--- src/rtl/input_conditioner.sv ---
// ============================================================================
// input_conditioner: two-flop sync, per-bit debounce, rise/fall/changed pulses;
// macro INPUT_COND_TOGGLE_EN adds per-bit toggle outputs.   Revision: 1.0
// ============================================================================
`default_nettype none

module input_conditioner #(
  parameter int WIDTH           = 18,
  parameter int DEBOUNCE_CYCLES = 50000,
  parameter int CNT_W           = $clog2(DEBOUNCE_CYCLES + 1)
) (
  input  logic             CLOCK_50_I,
  input  logic             RESETN_I,
  input  logic [WIDTH-1:0] RAW_I,
  output logic [WIDTH-1:0] CLEAN_O,
  output logic [WIDTH-1:0] RISE_O,
  output logic [WIDTH-1:0] FALL_O,
  output logic             CHANGED_O,
  output logic [WIDTH-1:0] TOGGLE_O
);

  localparam logic [CNT_W-1:0] CNT_LAST = CNT_W'(DEBOUNCE_CYCLES - 1);

  logic [WIDTH-1:0] sync1;
  logic [WIDTH-1:0] sync2;
  logic [WIDTH-1:0] clean;
  logic [WIDTH-1:0] accept;
  logic [WIDTH-1:0] rise;
  logic [WIDTH-1:0] fall;
  logic             changed;

  always_ff @(posedge CLOCK_50_I or negedge RESETN_I) begin
    if (!RESETN_I) begin
      sync1 <= '0;
      sync2 <= '0;
    end else begin
      sync1 <= RAW_I;
      sync2 <= sync1;
    end
  end

  generate
    for (genvar i = 0; i < WIDTH; i++) begin : g_bit
      logic [CNT_W-1:0] cnt;
      logic             pending;

      assign pending   = (sync2[i] != clean[i]);
      assign accept[i] = pending && (cnt == CNT_LAST);

      // Counter only runs while the synchronised level disagrees with clean.
      always_ff @(posedge CLOCK_50_I or negedge RESETN_I) begin
        if (!RESETN_I) begin
          cnt <= '0;
        end else if (!pending || (cnt == CNT_LAST)) begin
          cnt <= '0;
        end else begin
          cnt <= cnt + 1'b1;
        end
      end
    end
  endgenerate

  // accept is only set on pending bits, so flipping clean loads sync2.
  always_ff @(posedge CLOCK_50_I or negedge RESETN_I) begin
    if (!RESETN_I) begin
      clean   <= '0;
      rise    <= '0;
      fall    <= '0;
      changed <= 1'b0;
    end else begin
      clean   <= clean ^ accept;
      rise    <= accept & sync2;
      fall    <= accept & ~sync2;
      changed <= |accept;
    end
  end

  assign CLEAN_O   = clean;
  assign RISE_O    = rise;
  assign FALL_O    = fall;
  assign CHANGED_O = changed;

`ifdef INPUT_COND_TOGGLE_EN
  logic [WIDTH-1:0] toggle;

  always_ff @(posedge CLOCK_50_I or negedge RESETN_I) begin
    if (!RESETN_I) begin
      toggle <= '0;
    end else begin
      toggle <= toggle ^ rise;
    end
  end

  assign TOGGLE_O = toggle;
`else
  assign TOGGLE_O = '0;
`endif

endmodule

`default_nettype wire
--- config.mk ---
export PLATFORM = sky130hd
export DESIGN_NAME = input_conditioner
export DESIGN_NICKNAME = d
export VERILOG_FILES = /design/src/rtl/input_conditioner.sv
export SDC_FILE = /design/constraint.sdc
export NUM_CORES = 1
export LEC_CHECK = 0
export BUFFER_PORTS_ARGS = -buffer_cell sky130_fd_sc_hd__buf_4
export CORE_MARGIN = 5
export CORE_UTILIZATION = 66
export CTS_BUF_LIST = sky130_fd_sc_hd__clkbuf_8 sky130_fd_sc_hd__clkbuf_16
export DETAILED_ROUTE_END_ITERATION = 10
export GPL_TIMING_DRIVEN = 1
export HOLD_SLACK_MARGIN = 0.05
export PLACE_DENSITY = 0.93
export SLEW_MARGIN = 30
export SYNTH_ARGS = -nofsm -noshare
export SYNTH_HDL_FRONTEND = slang
export SYNTH_SLANG_ARGS = --single-unit
--- constraint.sdc ---
create_clock -name CLOCK_50_I -period 5.1 [get_ports CLOCK_50_I]
set_input_delay 0.255 -clock CLOCK_50_I [delete_from_list [all_inputs] [get_ports CLOCK_50_I]]
set_output_delay 0.255 -clock CLOCK_50_I [all_outputs]
set_load 0.01 [all_outputs]
==> results of run 1 <==
[worst max path at each step]
stage | to | slack, ps | cells after the start
global route | CHANGED_O | 2350 | 7
detailed placement | CHANGED_O | 2810 | 7
CTS | CHANGED_O | 2490 | 7
global placement | CHANGED_O | 2970 | 5
finish | CHANGED_O | 2490 | 7
floorplan | g_bit[12].cnt[10] | 3150 | 8
[logic make-up after synthesis]
logic type | Yosys count | share of synthesized area [%]
other | 1 | 0.0226
buffers and inverters | 54 | 1.73
and+or+nand+nor | 804 | 23.4
DFF | 379 | 57.1
muxes | 17 | 1.18
xor gates and xnor gates | 270 | 14.2
AOI/OAI and AO/OA | 25 | 0.957
adders and majority gates | 18 | 1.36
[sequential cells by signal, indices dropped and copies added (netlist names), named ones only]
register / count
CHANGED_O: 1
g_bit.cnt: 288
sync2: 18
FALL_O: 18
RISE_O: 18
sync1: 18
[placed cells by master (no fill, tap or decap), types with 10 or more instances in the layout]
cell type      count
nor3_1            34
inv_1             18
or3_1             11
dlygate4sd3_1     19
nor2_1           326
ha_1              18
conb_1            18
nor4b_1           15
xnor2_1          116
xor2_1           154
nor3b_1           38
clkinv_2          10
and3_1            70
nand4_1           42
dfrtp_1          379
nand3_1          116
nand2_1          115
mux2_2            16
buf_4             73
clkbuf_16         41
[worst register-to-register path, delay by kind of cell, from the launching register on]
family                   cells  cell delay (ps)
AO/OA/AOI/OAI                3             1030
AND/OR/NAND/NOR              3              740
flip-flops                   1              410
adder cells (fa/ha/maj)      1              240
[area by class of cell]
class / count / area (um2)
Fill cell: 1539 / 6000
Clock inverter: 19 / 193
Multi-Input combinational cell: 1152 / 6900
Inverter: 14 / 52.6
Timing Repair Buffer: 95 / 793
Sequential cell: 379 / 9480
Clock buffer: 49 / 1140
Tap cell: 330 / 413
[power by group]
part	switching, mW	internal [mW]	leakage [nW]
combinational	0.134	0.0651	2.83
sequential	0.0457	3.06	5.17
clock	1.14	1.77	0.680
total	1.32	4.89	8.68
[per-layer routing]
layer / routed length [um] / vias to the layer above / global-route usage (%)
li1: - / 5457 / -
met1: 13500 / 5838 / 30.9
met2: 17200 / 315 / 42.6
met3: 1680 / 84 / 4.41
met4: 930 / 2 / 7.23
met5: 12 / - / 0
[stage by stage]
| step | instances | setup WS [ps] |
|---|---|---|
| 2_1_floorplan | 1585 | 3150 |
| 3_3_place_gp | 1951 | 2970 |
| 3_5_place_dp | 1951 | 2810 |
| 4_1_cts | 2038 | 2490 |
| 5_1_grt | 2038 | 2350 |
| 6_report | 2038 | 2490 |
==> results.ini, run 1 <==
[route]
wirelength_um=33400
drc=0
viasPerCell=5.74
drtPass1Iterations=5
drt_iter0_drc=945
via_count=11700
wl_per_cell_um=16.4
ant_nets=0

[clock_network]
ctsHoldBuffers=19
clock_sinks=379
clk_path_buf_depth=3
cts_buffers=39
clk-insertion-delay-late_ps=520
clockRootBuffer=clkbuf_16
clk_pin_slew_ps=60
cts_tree=done
cts_setup_buffers=0
cts_max_level=2
postCtsResizedCells=0

[synth]
yosys-top-cells-count=379 x dfrtp_1, 326 x nor2_1, 154 x xor2_1
avgSynthCellArea_um2=10.6
synth-seq-cells=379
syn_inst=1568
synth_most_common_cell=dfrtp_1
synthArstFlopShare_pct=100
synth_warnings=0
synth.area.top_cells=dfrtp_1 57%, xor2_1 8.1%, nor2_1 7.4%, xnor2_1 6.1%, nand3_1 3.5%
synth_top_area_share_pct=57.1
synth_cell_type_count=41
synth_edf_count=0
synthFlopType=dfrtp_1
ys_seq_area_share_pct=57.1
synth_area_um2=16600
synth_top_area_cell=dfrtp_1

[setup_path]
crit_buf_inv=0
cp.required_ps=5420
path_common_cell=nand4_1
endpoint_kind=flop
r2r.worst_path.cells=7
path_cells=ha_1, and3_1, nand4_1, o22a_1, o221ai_2, a2111oi_0, nand4_1
r2r-start=g_bit[4].cnt[0]
startpoint=g_bit[4].cnt[0]
slowest_delay_ps=650
crit_family=compound AO/OA/AOI/OAI gates
cp_slowest_cell=a2111oi_0
arrival_ps=2930
r2r_end=CHANGED_O
criticalPathCategory=flop to flop
rrSetupSlack_ps=2490
critPathLaunchType=flop
crit_path_max_fanout=5

[hold_path]
holdPathEnd=sync2[15]
hp-class=flop to flop
holdCritStartpoint=sync1[15]
min_path_cells=0

[timing]
fin_crit_sh_pct=51.2
max_slew.worst_pin.slew_ps=886
whs_ps=346
fin_skew_ps=12.9
finalHoldViolCount=0
setup_tns_ps=0
max_freq_ghz=0.383
setup_viol=0
period_minus_slack_ps=2610
slew-limit-headroom_pct=40.9
rsz0062_at_grt=no
report.final.slew_viol_count=0

[power]
p_leak_nw=8.68
ir_drop_mv=0.314
power_density_nw_per_um2=328
power.total_mw=6.21

[status]
outcome=completed

[cells_and_area]
diodes=0
fin_area_um2=19000
drive_above_1_share_pct=9.54
nets=1719
fin_util_pct=76.0
areaGrowthSynthToFinish_pct=14.2

[global_routing]
grt_max_degree=139
grt_pass1_wl_um=57800
overflow=0
grt_usage_pct=24.2
antenna_found_initial=1
grt_pass1_vias=12200

[die]
start_util_pct=66.5
die_y_um=169
die-width_um=169
rows=58
ios=93
core_area_um2=25000
dieArea_um2=28400

[run]
maxCapViolations=0

[placement]
placed_area_um2=17400
place_hpwl_um=20800
io_buffers=74
gp_congestion=0.847

Power figures use the tool's default switching activity.
==> run 2, diff against run 1 <==
--- a/config.mk
+++ b/config.mk
@@ -7,12 +7,12 @@
 export LEC_CHECK = 0
 export BUFFER_PORTS_ARGS = -buffer_cell sky130_fd_sc_hd__buf_4
 export CORE_MARGIN = 5
-export CORE_UTILIZATION = 66
+export CORE_UTILIZATION = 55
 export CTS_BUF_LIST = sky130_fd_sc_hd__clkbuf_8 sky130_fd_sc_hd__clkbuf_16
 export DETAILED_ROUTE_END_ITERATION = 10
 export GPL_TIMING_DRIVEN = 1
 export HOLD_SLACK_MARGIN = 0.05
-export PLACE_DENSITY = 0.93
+export PLACE_DENSITY = 0.84
 export SLEW_MARGIN = 30
 export SYNTH_ARGS = -nofsm -noshare
 export SYNTH_HDL_FRONTEND = slang
==> constraint.sdc (replaced) <==
create_clock -name CLOCK_50_I -period 2.1 [get_ports CLOCK_50_I]
set_input_delay 0.105 -clock CLOCK_50_I [delete_from_list [all_inputs] [get_ports CLOCK_50_I]]
set_output_delay 0.105 -clock CLOCK_50_I [all_outputs]
set_load 0.01 [all_outputs]
==> run 2 against run 1 <==
Against the previous run: register-to-register slack worse by 2400 ps; worst hold slack worse by 260 ps; clock skew down 2.5 ps; largest cell class unchanged; largest power group unchanged.
==> results.ini, run 2 (synthesis gave the netlist of run 1 again) <==
[status]
outcome=completed

[timing]
rsz0062_at_grt=no
fin_skew_ps=10.4
period_minus_slack_ps=2050
setup_viol=0
fin_crit_sh_pct=97.6
report.final.slew_viol_count=0
finalHoldViolCount=0
max_freq_ghz=0.488
max_slew.worst_pin.slew_ps=649
whs_ps=90.0
slew-limit-headroom_pct=56.7

[global_routing]
antenna_found_initial=0
grt_pass1_wl_um=55600
overflow=0
grt_usage_pct=19.3
grt_max_degree=67
grt_pass1_vias=11900

[clock_network]
cts_buffers=40
cts_tree=done
clock_sinks=379
clk_pin_slew_ps=60
clockRootBuffer=clkbuf_16
clk_path_buf_depth=3
clk-insertion-delay-late_ps=520
cts_max_level=2

[setup_path]
cp_slowest_cell=or4_4
critPathLaunchType=flop
crit_family=simple AND/OR/NAND/NOR gates
arrival_ps=2500
slowest_delay_ps=580
r2r.worst_path.cells=5
crit_path_max_fanout=6
criticalPathCategory=flop to flop
path_cells=or4_1, or4_4, o221ai_2, a2111oi_0, nand4_1
endpoint_kind=flop
cp.required_ps=2550
path_depth=5
crit_buf_inv=0

[cells_and_area]
top_register=g_bit.cnt
drive_above_1_share_pct=11.5
mostFrequentLayoutCell=dfrtp_1
diodes=0
areaGrowthSynthToFinish_pct=16.8
fin_cells=2130
nets=1749
fin_area_um2=19400
fin_util_pct=65.3
largest_reg_flops=288
final_cell_mix=379 x dfrtp_1, 326 x nor2_1, 154 x xor2_1

[route]
drc=0
dr_wl_met3_um=1300
via_count=11400
wirelength_um=32000
drtPass1Iterations=5
drt_iter0_drc=736
wl_per_cell_um=15.0
wl_met1_um=14100
ant_nets=0
wl_met2_um=15900
viasPerCell=5.36
highest_layer=met4

[power]
ir_drop_mv=0.598
pwr-share-clk_pct=47.7
power_density_nw_per_um2=793
comb_power_share_pct=3.3
power.internal_mw=12.1
p_sw_share_pct=21.4
power.share.sequential_pct=48.9
power.total_mw=15.4
netSwitchingPower_mw=3.29
p_leak_nw=8.85

[die]
die_y_um=184
core_area_um2=29700
rows=63
start_util_pct=55.9
dieArea_um2=33800
die-width_um=184
ios=93

[placement]
placed_area_um2=17800
place_hpwl_um=20800
io_buffers=74
post-place-cells=2038
gp_congestion=0.813

[hold_path]
hp-class=primary input to async pin

[run]
maxCapViolations=0

[run 2: cell count changes in the layout (fill, tap and decap cells not counted), moves of 2 or more]
cell	delta
clkinv_4	+2
buf_4	+25
buf_12	+4
clkinv_2	-3
clkinvlp_4	+3
[run 2: stage by stage]
stage               setup slack (ps)  TNS [ps]
detailed placement             -14.1     -14.1
floorplan                        147         0
global placement               -7.14     -7.14
CTS                             38.7         0
finish                          50.2         0
global route                    8.11         0
[run 2: cell type report]
| class | count | area [um2] |
|---|---|---|
| Sequential cell | 379 | 9480 |
| Inverter | 14 | 52.6 |
| Multi-Input combinational cell | 1152 | 6920 |
| Clock buffer | 50 | 1150 |
| Tap cell | 390 | 488 |
| Timing Repair Buffer | 124 | 1060 |
| Clock inverter | 21 | 244 |
| Fill cell | 2186 | 10300 |
[run 2: routing by layer]
metal | GRT usage [%] | vias to the layer above
li1 | - | 5523
met1 | 26.0 | 5621
met2 | 32.4 | 207
met3 | 3.40 | 59
met4 | 5.86 | 0
met5 | 0 | -
[run 2: worst paths after layout]
path / to / from / slack (ps)
worst max-delay path: CHANGED_O / g_bit[1].cnt[4] / 50
worst min-delay path: RISE_O[7] / RESETN_I / 90
worst max register to register: CHANGED_O / g_bit[1].cnt[4] / 50
worst min register to register: sync2[4] / sync1[4] / 350
max in group asynchronous: FALL_O[0] / RESETN_I / 1310
min in group CLOCK_50_I: sync1[7] / RAW_I[7] / 230
[run 2: what timing repair did]
| item | CTS | global route |
|---|---|---|
| hold endpoints to repair | 397 | 0 |
| resized for setup | 1 | 3 |
| pin swaps | 0 | 2 |
| setup endpoints to repair | 4 | 16 |
| hold buffers | 19 | 0 |
| setup buffers | 0 | 2 |
[run 2: worst reg2reg max path, delay by kind of cell (launching register included)]
family | cells | cell delay, ps
and+or+nand+nor | 3 | 1200
AOI/OAI and AO/OA | 2 | 410
DFF | 1 | 380
[run 2: power by group through the flow]
stage | registers, mW | logic [mW] | clock network [mW]
after floorplan | 7.63 | 0.253 | 0
after global placement | 7.65 | 0.471 | 0
after detailed placement | 7.66 | 0.490 | 0
after CTS | 7.52 | 0.526 | 7.51
after global routing | 7.54 | 0.596 | 7.82
final | 7.53 | 0.515 | 7.35
==> run 3, diff against run 2 <==
--- a/config.mk
+++ b/config.mk
@@ -6,13 +6,16 @@
 export NUM_CORES = 1
 export LEC_CHECK = 0
 export BUFFER_PORTS_ARGS = -buffer_cell sky130_fd_sc_hd__buf_4
+export CELL_PAD_IN_SITES_DETAIL_PLACEMENT = 1
+export CELL_PAD_IN_SITES_GLOBAL_PLACEMENT = 1
 export CORE_MARGIN = 5
-export CORE_UTILIZATION = 55
+export CORE_UTILIZATION = 44
 export CTS_BUF_LIST = sky130_fd_sc_hd__clkbuf_8 sky130_fd_sc_hd__clkbuf_16
 export DETAILED_ROUTE_END_ITERATION = 10
 export GPL_TIMING_DRIVEN = 1
 export HOLD_SLACK_MARGIN = 0.05
 export PLACE_DENSITY = 0.84
+export SETUP_SLACK_MARGIN = 0.5
 export SLEW_MARGIN = 30
 export SYNTH_ARGS = -nofsm -noshare
 export SYNTH_HDL_FRONTEND = slang
==> run 3 against run 2 <==
Against the previous run: the run now ends with setup timing left; sequential power rose by 0.5%; setup slack worse by 78 ps; core utilization is 2.7 points lower; sequential cell count stayed put; power up 7.3%; routed wire length up 100%.
==> results.ini, run 3 (synthesis gave the netlist of run 1 again) <==
[timing]
fin_crit_sh_pct=101
max_freq_ghz=0.470
report.final.slew_viol_count=0
period_minus_slack_ps=2130
whs_ps=60.2
finalHoldViolCount=0
finalWorstSetupSlack_ps=-27.9
max_slew.worst_pin.slew_ps=1120
slew-limit-headroom_pct=24.9
fin_skew_ps=38.4
setup_viol=1
setup_tns_ps=-27.9
rsz0062_at_grt=yes

[status]
violations=setup timing
outcome=finished with violations

[cells_and_area]
nFillCells=3764
fin_area_um2=23500
final_cell_mix=354 x dfrtp_1, 238 x buf_4, 219 x nor2_1
top_register=g_bit.cnt
largest_reg_flops=288
fin_util_pct=62.6
diodes=0
fin_cells=2440
areaGrowthSynthToFinish_pct=41.2
drive_above_1_share_pct=36.7
nets=1936
mostFrequentLayoutCell=dfrtp_1

[clock_network]
clockRootBuffer=clkbuf_16
clock_sinks=379
cts_max_level=2
cts_buffers=42
clk_path_buf_depth=3
cts_tree=done
clk_pin_slew_ps=70
clk-insertion-delay-late_ps=580

[power]
power.total_mw=16.5
pwr-share-clk_pct=48.6
netSwitchingPower_mw=4.09
p_leak_nw=10.2
power.share.sequential_pct=45.8
p_sw_share_pct=24.8
ir_drop_mv=0.554
power.internal_mw=12.4
power_density_nw_per_um2=704
comb_power_share_pct=5.6

[route]
via_count=14100
drc=0
wirelength_um=65000
viasPerCell=5.79
drtPass1Iterations=5
ant_nets=0
drt_iter0_drc=1015
wl_per_cell_um=26.6

[die]
die-width_um=204
die_y_um=204
dieArea_um2=41700
rows=71
core_area_um2=37500
ios=93
start_util_pct=44.3

[setup_path]
critPathLaunchType=flop
crit_family=XOR/XNOR gates
criticalPathCategory=flop to flop
endpoint_kind=flop
arrival_ps=2630
cp.required_ps=2600
crit_buf_inv=0
rrSetupSlack_ps=-30
path_cells=xor2_1, nor2b_2, nor3_1, nand4_1
slowest_delay_ps=910
cp_slowest_cell=xor2_1
crit_path_max_fanout=5

[placement]
placed_area_um2=17900
post-place-cells=2156
pre_cts_ws_ps=-39.7
gp_congestion=0.814
io_buffers=74
place_hpwl_um=25800

[global_routing]
grt_pass1_vias=14400
grt_pass1_wl_um=78100
grt_max_degree=88
antenna_found_initial=0
overflow=0
grt_usage_pct=23.1

[run]
maxCapViolations=0

[hold_path]
hp-class=primary input to async pin

run 3: worst reg2reg max path, cell delays in order (launching register included):
cell and delay, ps:
dfrtp_1 520, xor2_1 910, nor2b_2 420, nor3_1 90, nand4_1 120
run 3: final cells by class:
| cell class | instances | area (um2) | share of cell area [%] |
|---|---|---|---|
| tap | 511 | 639 | 2.73 |
| inverter | 14 | 52.6 | 0.224 |
| clock inverter | 27 | 289 | 1.23 |
| timing repair buffer | 300 | 2570 | 11.0 |
| multi-input combinational | 1161 | 9240 | 39.4 |
| sequential | 379 | 9520 | 40.6 |
| clock buffer | 48 | 1140 | 4.88 |
run 3: path summary, 6_finish.rpt:
path,from,endpoint,depth (start not counted)
min reg2reg,sync1[16],sync2[16],0
max,flop,CHANGED_O,4
min,RESETN_I,sync2[3],2
max in group asynchronous,RESETN_I,g_bit[13].cnt[5],3
min in group CLOCK_50_I,RAW_I[3],sync1[3],2
max reg2reg,flop,CHANGED_O,4
run 3: power groups by stage:
stage                     clock (mW)  sequential [mW]  combinational (mW)
after detailed placement           0             7.66               0.511
final                           8.02             7.57               0.926
after floorplan                    0             7.63               0.263
after global routing            8.38             7.58               0.995
after CTS                       7.81             7.54               0.696
after global placement             0             7.65               0.488
run 3: routing by layer:
layer,wire [um],track usage [%]
met4,3340,8.02
met1,24000,26.7
met2,34300,42.4
met5,0,0
met3,3390,4.62
run 3: repair_timing:
action,4_1_cts,5_1_grt
hold endpoints to repair,397,0
hold buffers,19,0
gates cloned,8,4
setup endpoints to repair,303,321
pin swaps,56,115
setup buffers,76,102
resized for setup,224,323
